$ cat src/rtl/fifo_top_sync.sv
// Single-clock 16x8 FIFO with pad-level ports. Pad cells are transparent, so the
// pins connect straight into the core.
module fifo_top_sync #(
  parameter int DATA_SIZE = 8,
  parameter int ADDR_SIZE = 4
) (
  input  logic                 clk_pad,
  input  logic                 rst_pad,
  input  logic                 wr_en_pad,
  input  logic [DATA_SIZE-1:0] wr_data_pad,
  input  logic                 rd_en_pad,
  output logic [DATA_SIZE-1:0] rd_data_pad,
  output logic                 full_pad,
  output logic                 empty_pad
);

  localparam int DEPTH = 1 << ADDR_SIZE;

  logic [DATA_SIZE-1:0] mem_q [DEPTH];
  logic [ADDR_SIZE:0]   wr_ptr_q, wr_ptr_d;
  logic [ADDR_SIZE:0]   rd_ptr_q, rd_ptr_d;
  logic [DATA_SIZE-1:0] rd_data_q, rd_data_d;
  logic                 wr_acc, rd_acc;
  logic                 full, empty;

  // Pointers carry one extra wrap bit so full and empty are distinguishable.
  assign empty = (wr_ptr_q == rd_ptr_q);
  assign full  = (wr_ptr_q[ADDR_SIZE] != rd_ptr_q[ADDR_SIZE]) &&
                 (wr_ptr_q[ADDR_SIZE-1:0] == rd_ptr_q[ADDR_SIZE-1:0]);

  assign wr_acc = wr_en_pad && !full;
  assign rd_acc = rd_en_pad && !empty;

  always_comb begin
    wr_ptr_d  = wr_ptr_q;
    rd_ptr_d  = rd_ptr_q;
    rd_data_d = rd_data_q;
    if (wr_acc) begin
      wr_ptr_d = wr_ptr_q + (ADDR_SIZE+1)'(1);
    end
    if (rd_acc) begin
      rd_ptr_d  = rd_ptr_q + (ADDR_SIZE+1)'(1);
      rd_data_d = mem_q[rd_ptr_q[ADDR_SIZE-1:0]];
    end
  end

  always_ff @(posedge clk_pad) begin
    if (rst_pad) begin
      wr_ptr_q  <= '0;
      rd_ptr_q  <= '0;
      rd_data_q <= '0;
    end else begin
      wr_ptr_q  <= wr_ptr_d;
      rd_ptr_q  <= rd_ptr_d;
      rd_data_q <= rd_data_d;
    end
  end

  // Storage is never cleared; a reset simply discards it by rewinding the pointers.
  always_ff @(posedge clk_pad) begin
    if (!rst_pad && wr_acc) begin
      mem_q[wr_ptr_q[ADDR_SIZE-1:0]] <= wr_data_pad;
    end
  end

  assign rd_data_pad = rd_data_q;
  assign full_pad    = full;
  assign empty_pad   = empty;

endmodule

$ cat config.mk
export PLATFORM = sky130hd
export DESIGN_NAME = fifo_top_sync
export DESIGN_NICKNAME = d
export VERILOG_FILES = /design/src/rtl/fifo_top_sync.sv
export SDC_FILE = /design/constraint.sdc
export NUM_CORES = 1
export LEC_CHECK = 0
export ABC_AREA = 0
export BUFFER_PORTS_ARGS = -buffer_cell sky130_fd_sc_hd__buf_2
export CAP_MARGIN = 20
export CORE_ASPECT_RATIO = 2
export CORE_MARGIN = 4
export CORE_UTILIZATION = 25
export CTS_BUF_LIST = sky130_fd_sc_hd__clkbuf_4 sky130_fd_sc_hd__clkbuf_8 sky130_fd_sc_hd__clkbuf_16
export CTS_CLUSTER_SIZE = 28
export DETAILED_ROUTE_END_ITERATION = 10
export PLACE_DENSITY = 0.48
export SLEW_MARGIN = 10
export SYNTH_ARGS = -nofsm -noshare
export SYNTH_HDL_FRONTEND = slang
export SYNTH_SLANG_ARGS = --single-unit
$ cat constraint.sdc
create_clock -name clk_pad -period 4.2 [get_ports clk_pad]
set_input_delay 0.84 -clock clk_pad [delete_from_list [all_inputs] [get_ports clk_pad]]
set_output_delay 0.84 -clock clk_pad [all_outputs]
set_load 0.05 [all_outputs]
==> impl_results.md, run 1 <==
* Synth cell types at 34
* WL met2 at 7740 um
* Hold_sp: rd_data_pad[7]$_SDFFE_PP0P_
* RSZ-0062 raised after global routing: no
* Status: complete, no violations
* Relative slew slack at 0.292
* Post-route minimum period at 2.97 ns
* Worst-margin pin slew at 1.05 ns
* Seq/Total Area, Yosys at 0.706
* Grt ovf at 0
* Tightest hold margin at 0.486 ns
* Met1 wire length at 4580 um
* Fin. Hold Viols at 0
* Antenna Cells at 0
* DRC violations left at 0
* Die width at 117 um
* WL/cell at 20.2 um
* Final Max Tran Viols at 0
* I/O Pins at 22
* Syn_area_per_cell at 18.1 um^2
* Vias in the first global route at 3308
* Number of synthesized register bits at 146
* Fmax at 336 MHz
* Final setup fails at 0
* Initial core utilization at 0.255
* Syn nets at 346
* Routability cong. at 0.712
* Wirelength, routed at 13200 um
* First-pass GRT wire length at 20000 um
* Core box area at 0.0233 mm^2
* Commonest non-fill, non-tap cell in the layout: edfxtp_1
* CP Class: register to primary output
* DRT Pass-1 Iters at 4
* # hold bufs at CTS at 0
* MaxCap Viol Count at 0
* Clk root buf: clkbuf_16
* CTS buffer count at 17
* Setup Skew at 0.0100 ns
* Fin Setup TNS at 0 ns
* Setup bufs post-CTS at 0
* Vias per cell at 4.64
* Flip-flop and latch area at 0.00421 mm^2
* Share of layout cells above drive strength 1 at 0.251
* # fillers at 2271
* Top Layer Used: met4
* Worst skew pair latency at 0.43 ns
* Multi-input gate area at 0.00168 mm^2
* DR vias at 3035
* Crit end category: primary output
* Die ar. at 0.0265 mm^2
* Row cnt at 79
* Arr. time, crit path at 2.13 ns
* 1st-iter DRT viols at 131
* Post-CTS Resized at 0
* Static Leakage at 0.00219 uW
* Tcrit/Tclk final at 0.708
* DRT antenna net count at 0
* Met3 wire len at 246 um
* Cell area after synthesis at 0.00595 mm^2
* Initial antenna violation count at 0
* CP startpoint: wr_ptr_q[2]$_SDFFE_PP0P_
* Worst-path clk slew at 0.06 ns
* Syn Inst Count at 329
* Worst path required time at 3.36 ns
* Worst hold path class: register to register
* Port bufs at 21
* Die span in y at 226 um
* Clk sinks at 146
* Commonest non-fill, non-tap cells in the layout: 128 x edfxtp_1, 23 x mux4_1, 21 x buf_2
* Layout area overhead at 18.0%
* Maximum VDD drop at 282 uV
* DP Wirelength at 9300 um
* Worst-path maximum fanout at 17
* Max Root-Sink Buffers at 2
* GRT Overall Usage at 0.107
* CP Launch Type: register
* Ys Warns at 0
* Pin count of the biggest net entering global routing at 44
* H-tree depth at 4
* CTS tree: yes
* PwrDens at 503 mW/mm^2
* Fin nets at 375
* Worst r2r src: wr_ptr_q[2]$_SDFFE_PP0P_
==> Yosys cell counts <==
library cell	n	area, um^2
a211oi_1	16	120
a21oi_1	2	10.0
and3_1	1	6.26
and4_1	1	8.76
buf_2	10	50.1
buf_4	1	7.51
buf_6	3	33.8
clkbuf_1	7	26.3
clkinv_1	1	3.75
dfxtp_1	18	360
edfxtp_1	128	3840
ha_1	5	62.6
inv_1	3	11.3
mux2_2	16	180
mux2i_1	9	90.1
mux4_1	23	604
mux4_2	1	22.5
nand2_1	4	15.0
nand2b_1	5	31.3
nand3_1	1	5.00
nand4_2	1	12.5
nor2_1	18	67.6
nor3_1	12	60.1
nor4_1	8	50.1
nor4b_1	4	35.0
o2111ai_1	1	8.76
o211ai_1	3	22.5
o21a_1	1	7.51
o21ai_0	3	15.0
o21ai_2	1	8.76
o22ai_1	8	50.1
or3_1	1	6.26
xnor2_1	7	61.3
xor2_1	6	52.6
==> kinds of logic (layout without fill, tap and decap cells) <==
group	Yosys count	in the layout	synth area share
XOR/XNOR	13	13	0.0191
multiplexers	49	49	0.151
AO/OA/AOI/OAI	35	35	0.0408
buffers and inverters	25	67	0.0223
flip-flops	146	146	0.706
AND/OR/NAND/NOR	56	56	0.0500
adder cells (fa/ha/maj)	5	5	0.0105
==> metal layers <==
layer,up-vias,GRT usage
met1,1564,0.101
li1,1400,-
met5,-,0
met4,0,0.0748
met3,29,0.0209
met2,42,0.200
==> sequential cells by signal, indices dropped and copies added, names as in the netlist <==
register     flops
mem_q          128
rd_data_pad      8
rd_ptr_q         5
wr_ptr_q         5
==> where the power goes <==
group          total [uW]  switching [uW]  leakage [uW]  internal (uW)
logic                 413             284      0.000614            128
registers            1630            19.9       0.00130           1610
clock network        1490             612      0.000279            879
==> metrics by stage <==
stage	area (um^2)	power (uW)	std cells	util	worst slack, ns
final	7020	3530	654	0.301	1.23
after detailed placement	6430	2080	621	0.276	1.32
after floorplan	5950	1940	329	-	1.63
after global placement	6430	2080	621	0.276	1.35
after global routing	7020	3660	654	0.301	1.04
after CTS	7010	3580	653	0.301	1.22
==> cell type report <==
cell class / instances / share of cell area
well taps: 283 / 0.0504
multi-input cells: 158 / 0.239
clock buffers: 17 / 0.0606
inverters: 4 / 0.00214
flip-flops and latches: 146 / 0.599
clock inverters: 15 / 0.0228
repair buffers: 31 / 0.0257
==> worst paths after layout <==
path	cells past startpoint	slack (ns)	end
max reg2reg	4	1.33	mem_q[0][1]$_DFFE_PP_
min	2	0.49	rd_data_pad[7]$_SDFFE_PP0P_
min reg2reg	2	0.49	rd_data_pad[7]$_SDFFE_PP0P_
max	4	1.23	full_pad
==> worst max-delay path, stage by stage, from the launching register on <==
cell	delay, ns
dfxtp_1	0.76
xnor2_1	0.21
nand4_2	0.28
nor2_1	0.17
buf_2	0.28
(Power assumes the default switching activity.)
==> inputs of run 2 (changes only) <==
clock period = 2.8 ns   (was 4.2 ns; I/O delays follow)
==> impl_results.md, run 2 (synthesis results as in run 1) <==
* # hold bufs at CTS at 0
* Commonest non-fill, non-tap cells in the layout: 128 x edfxtp_1, 24 x buf_4, 23 x mux4_1
* Relative slew slack at 0.683
* Tcrit/Tclk final at 0.910
* Worst path cell trace: xnor2_1 -> nand4_2 -> nor2_1 -> buf_2
* Die span in y at 226 um
* Port bufs at 21
* R2R Path End: rd_data_pad[2]$_SDFFE_PP0P_
* Worst skew pair latency at 0.42 ns
* Vias per cell at 4.63
* Static Leakage at 0.00230 uW
* Setup Skew at 0.00476 ns
* DP Wirelength at 9670 um
* Worst-path clk slew at 0.06 ns
* Clk root buf: clkbuf_16
* Die width at 117 um
* Worst path max stage delay at 0.62 ns
* Worst reg-to-reg path cell count at 6
* Fin. Hold Viols at 0
* RSZ-0062 raised after global routing: no
* Tightest hold margin at 0.497 ns
* CTS buffer count at 17
* R2r setup slk at 0.58 ns
* CP Class: register to primary output
* DRC violations left at 0
* Vias in the first global route at 3332
* Routability cong. at 0.787
* Hold path cells at 2
* Fmax at 392 MHz
* Layout area overhead at 20.7%
* Worst-path maximum fanout at 18
* Critical Path Slowest Stage Cell: dfxtp_2
* 1st-iter DRT viols at 180
* # fillers at 2280
* Clk sinks at 146
* Hold_sp: rd_data_pad[0]$_SDFFE_PP0P_
* Post-CTS Resized at 0
* Final setup fails at 0
* Worst-margin pin slew at 0.473 ns
* Fin Setup TNS at 0 ns
* Commonest non-fill, non-tap cell in the layout: edfxtp_1
* Worst Hold End: rd_data_pad[0]$_SDFFE_PP0P_
* CTS tree: yes
* Antenna Cells at 0
* Initial core utilization at 0.255
* Status: complete, no violations
* Pin count of the biggest net entering global routing at 30
* Max Root-Sink Buffers at 2
* CP Launch Type: register
* Maximum VDD drop at 395 uV
* DRT antenna net count at 0
* Final Max Tran Viols at 0
* DRT Pass-1 Iters at 4
* CP Buf/Inv Count at 1
* Share of layout cells above drive strength 1 at 0.282
* I/O Pins at 22
* Crit path max-delay family: flip-flops
* Post-route minimum period at 2.55 ns
* Crit end category: primary output
* MaxCap Viol Count at 0
* WL/cell at 21.0 um
* Initial antenna violation count at 0
* Core box area at 0.0233 mm^2
* First-pass GRT wire length at 21000 um
* Wirelength, routed at 14000 um
* Row cnt at 79
* Grt ovf at 0
* H-tree depth at 4
* Largest register FFs at 128
* Arr. time, crit path at 1.99 ns
* Fin nets at 390
* Die ar. at 0.0265 mm^2
* Worst r2r src: rd_ptr_q[2]$_SDFFE_PP0P_
* Worst hold path class: register to register
* DR vias at 3100
* GRT Overall Usage at 0.114
* Setup bufs post-CTS at 0
* Worst path required time at 2.24 ns
* PwrDens at 757 mW/mm^2
-- run 2: changes by cell type in the layout (fill, tap and decap cells not counted), sizes merged --
cell,change
buf,+16
bufinv,+1
clkbuf,+1
clkinv,-4
clkinvlp,-1
inv,+2
-- run 2: per-layer routing --
layer	up-vias	part of all wire	track usage
met4	0	0.044	0.0681
met1	1589	0.34	0.113
met5	-	0	0
met3	26	0.029	0.0212
li1	1427	-	-
met2	58	0.58	0.211
-- run 2: power by group --
part	switching, uW	internal (uW)
Combinational	422	205
Sequential	35.8	2410
Clock	897	1460
Total	1350	4080
-- run 2: area by class of cell --
type                            instances  area, um^2  area share
Timing Repair Buffer                   46         305      0.0425
Inverter                                4        15.0     0.00209
Multi-Input combinational cell        158        1680       0.234
Sequential cell                       146        4210       0.585
Clock buffer                           19         453      0.0630
Clock inverter                         13         171      0.0239
Tap cell                              283         354      0.0493
-- run 2: worst min-delay path, delay by kind of cell, from the launching register on --
family / cells / cell delay [ns]
DFF: 1 / 0.31
and+or+nand+nor: 2 / 0.15
-- run 2: how the worst max path moves through the flow --
stage / endpoint / slack [ns] / cells past startpoint / from
global route: full_pad / 0.12 / 4 / rd_ptr_q[2]$_SDFFE_PP0P_
CTS: empty_pad / 0.20 / 4 / rd_ptr_q[2]$_SDFFE_PP0P_
floorplan: mem_q[1][0]$_DFFE_PP_ / 0.32 / 7 / rd_ptr_q[2]$_SDFFE_PP0P_
finish: empty_pad / 0.25 / 4 / rd_ptr_q[2]$_SDFFE_PP0P_
detailed placement: rd_data_pad[5]$_SDFFE_PP0P_ / 0.55 / 5 / rd_ptr_q[2]$_SDFFE_PP0P_
global placement: rd_data_pad[5]$_SDFFE_PP0P_ / 0.53 / 6 / rd_ptr_q[2]$_SDFFE_PP0P_
-- run 2: metrics by stage --
step / std cells / util / power, uW / area [um^2] / setup WS (ns)
finish: 669 / 0.308 / 5440 / 7180 / 0.251
global route: 669 / 0.308 / 5640 / 7180 / 0.115
global placement: 637 / 0.281 / 3140 / 6560 / 0.529
detailed placement: 637 / 0.281 / 3140 / 6560 / 0.548
floorplan: 329 / - / 2910 / 5950 / 0.317
CTS: 669 / 0.308 / 5510 / 7180 / 0.204
==> inputs of run 3 (changes only) <==
BUFFER_PORTS_ARGS = -buffer_cell sky130_fd_sc_hd__buf_4   (was -buffer_cell sky130_fd_sc_hd__buf_2)
==> impl_results.md, run 3 (synthesis results as in run 1) <==
* Final setup fails at 0
* Commonest non-fill, non-tap cells in the layout: 128 x edfxtp_1, 43 x buf_4, 23 x mux4_1
* Port bufs at 21
* RSZ-0062 raised after global routing: no
* Int Power at 3980 uW
* Worst-path maximum fanout at 14
* Worst path required time at 2.24 ns
* Fin Setup TNS at 0 ns
* Crit path max-delay family: flip-flops
* Met1 wire length at 4580 um
* Die width at 117 um
* Worst path cell trace: xnor2_1 -> nand4_2 -> nor2_1 -> buf_4
* WL/cell at 19.7 um
* MaxCap Viol Count at 0
* Met3 wire len at 340 um
* DRC violations left at 0
* # hold bufs at CTS at 0
* I/O Pins at 22
* Hold_sp: wr_data_pad[0]
* Worst path max stage delay at 0.75 ns
* Net Sw Power at 1390 uW
* Vias per cell at 4.54
* Fin nets at 388
* Share of layout cells above drive strength 1 at 0.276
* Maximum VDD drop at 395 uV
* Dpl cells at 635
* Die ar. at 0.0265 mm^2
* Setup Skew at 0.00810 ns
* Static Leakage at 0.00229 uW
* Top Layer Used: met4
* Clk sinks at 146
* DRT Pass-1 Iters at 4
* Initial antenna violation count at 0
* Tcrit/Tclk final at 0.933
* Wirelength, routed at 13200 um
* Arr. time, crit path at 2.05 ns
* Critical Path Slowest Stage Cell: dfxtp_1
* Fmax at 383 MHz
* GRT Overall Usage at 0.107
* Non-Filler Instances at 667
* Pin count of the biggest net entering global routing at 30
* Antenna Cells at 0
* Largest register FFs at 128
* Worst skew pair latency at 0.42 ns
* DRT antenna net count at 0
* CTS tree: yes
* Initial core utilization at 0.255
* First-pass GRT wire length at 20000 um
* Grt ovf at 0
* H-tree depth at 4
* CP Buf/Inv Count at 1
* Commonest non-fill, non-tap cell in the layout: edfxtp_1
* Status: complete, no violations
* Final Max Tran Viols at 0
* Layout area overhead at 20.8%
* Row cnt at 79
* Setup bufs post-CTS at 0
* Vias in the first global route at 3243
* Clock power share at 0.422
* CP startpoint: wr_ptr_q[3]$_SDFFE_PP0P_
* WL met2 at 7950 um
* DP Wirelength at 9180 um
* CP Launch Type: register
* # fillers at 2289
* CP Class: register to primary output
* PwrDens at 746 mW/mm^2
* CTS buffer count at 17
* Routability cong. at 0.742
* Fin. Hold Viols at 0
* Crit end category: primary output
* Core box area at 0.0233 mm^2
* Tot Pwr at 5370 uW
* Seq pwr share at 0.456
* Comb power frac at 0.123
* Post-route minimum period at 2.61 ns
* DR vias at 3029
* Relative slew slack at 0.550
* Worst-margin pin slew at 0.675 ns
* Worst r2r src: wr_ptr_q[3]$_SDFFE_PP0P_
* 1st-iter DRT viols at 251
* Worst hold path class: primary input to register
* Die span in y at 226 um
* Worst-path clk slew at 0.06 ns
* Max Root-Sink Buffers at 2
* Clk root buf: clkbuf_16
* Sw frac at 0.258
[run 3: final cells by class]
| cell class | count | area [um^2] | area share |
|---|---|---|---|
| Timing Repair Buffer | 44 | 343 | 0.0477 |
| Tap cell | 283 | 354 | 0.0492 |
| Inverter | 4 | 15.0 | 0.00209 |
| Clock inverter | 15 | 173 | 0.0240 |
| Multi-Input combinational cell | 158 | 1670 | 0.233 |
| Sequential cell | 146 | 4210 | 0.585 |
| Clock buffer | 17 | 425 | 0.0592 |
[run 3: routing by layer]
layer	vias to the layer above	global-route usage
met4	0	0.0563
met2	58	0.202
li1	1426	-
met3	8	0.0220
met5	-	0
met1	1537	0.106
[run 3: metrics by stage]
step | hold slack, ns | worst slack, ns | utilization | instance area, um^2
2_1_floorplan | 0.538 | 0.317 | - | 5950
3_3_place_gp | 0.484 | 0.495 | 0.283 | 6590
3_5_place_dp | 0.487 | 0.471 | 0.283 | 6590
4_1_cts | 0.460 | 0.113 | 0.308 | 7190
5_1_grt | 0.478 | 0.0265 | 0.308 | 7190
6_report | 0.484 | 0.186 | 0.308 | 7190
[run 3: final timing paths]
path	cells after the start	to	slack [ns]
worst min register to register	2	rd_data_pad[1]$_SDFFE_PP0P_	0.50
worst min-delay path	1	mem_q[6][0]$_DFFE_PP_	0.48
worst max-delay path	4	full_pad	0.19
worst max register to register	6	mem_q[6][3]$_DFFE_PP_	0.48
[run 3: power by group through the flow]
stage | registers (uW) | clock network (uW) | logic (uW)
2_1_floorplan | 2580 | 0 | 337
3_3_place_gp | 2490 | 0 | 668
6_report | 2450 | 2260 | 659
4_1_cts | 2450 | 2320 | 675
5_1_grt | 2450 | 2420 | 709
3_5_place_dp | 2490 | 0 | 672
[run 3: worst register-to-register path: stages (launching register included)]
cell and delay (ns):
dfxtp_1 0.75, xnor2_1 0.21, nand4_2 0.28, o21ai_2 0.20, buf_4 0.30, nor4b_2 0.10
buf_4 0.22
[run 3: what timing repair did]
action                     CTS  global route
setup endpoints to repair    0             2
hold endpoints to repair     0             0
gates resized for setup      0             1
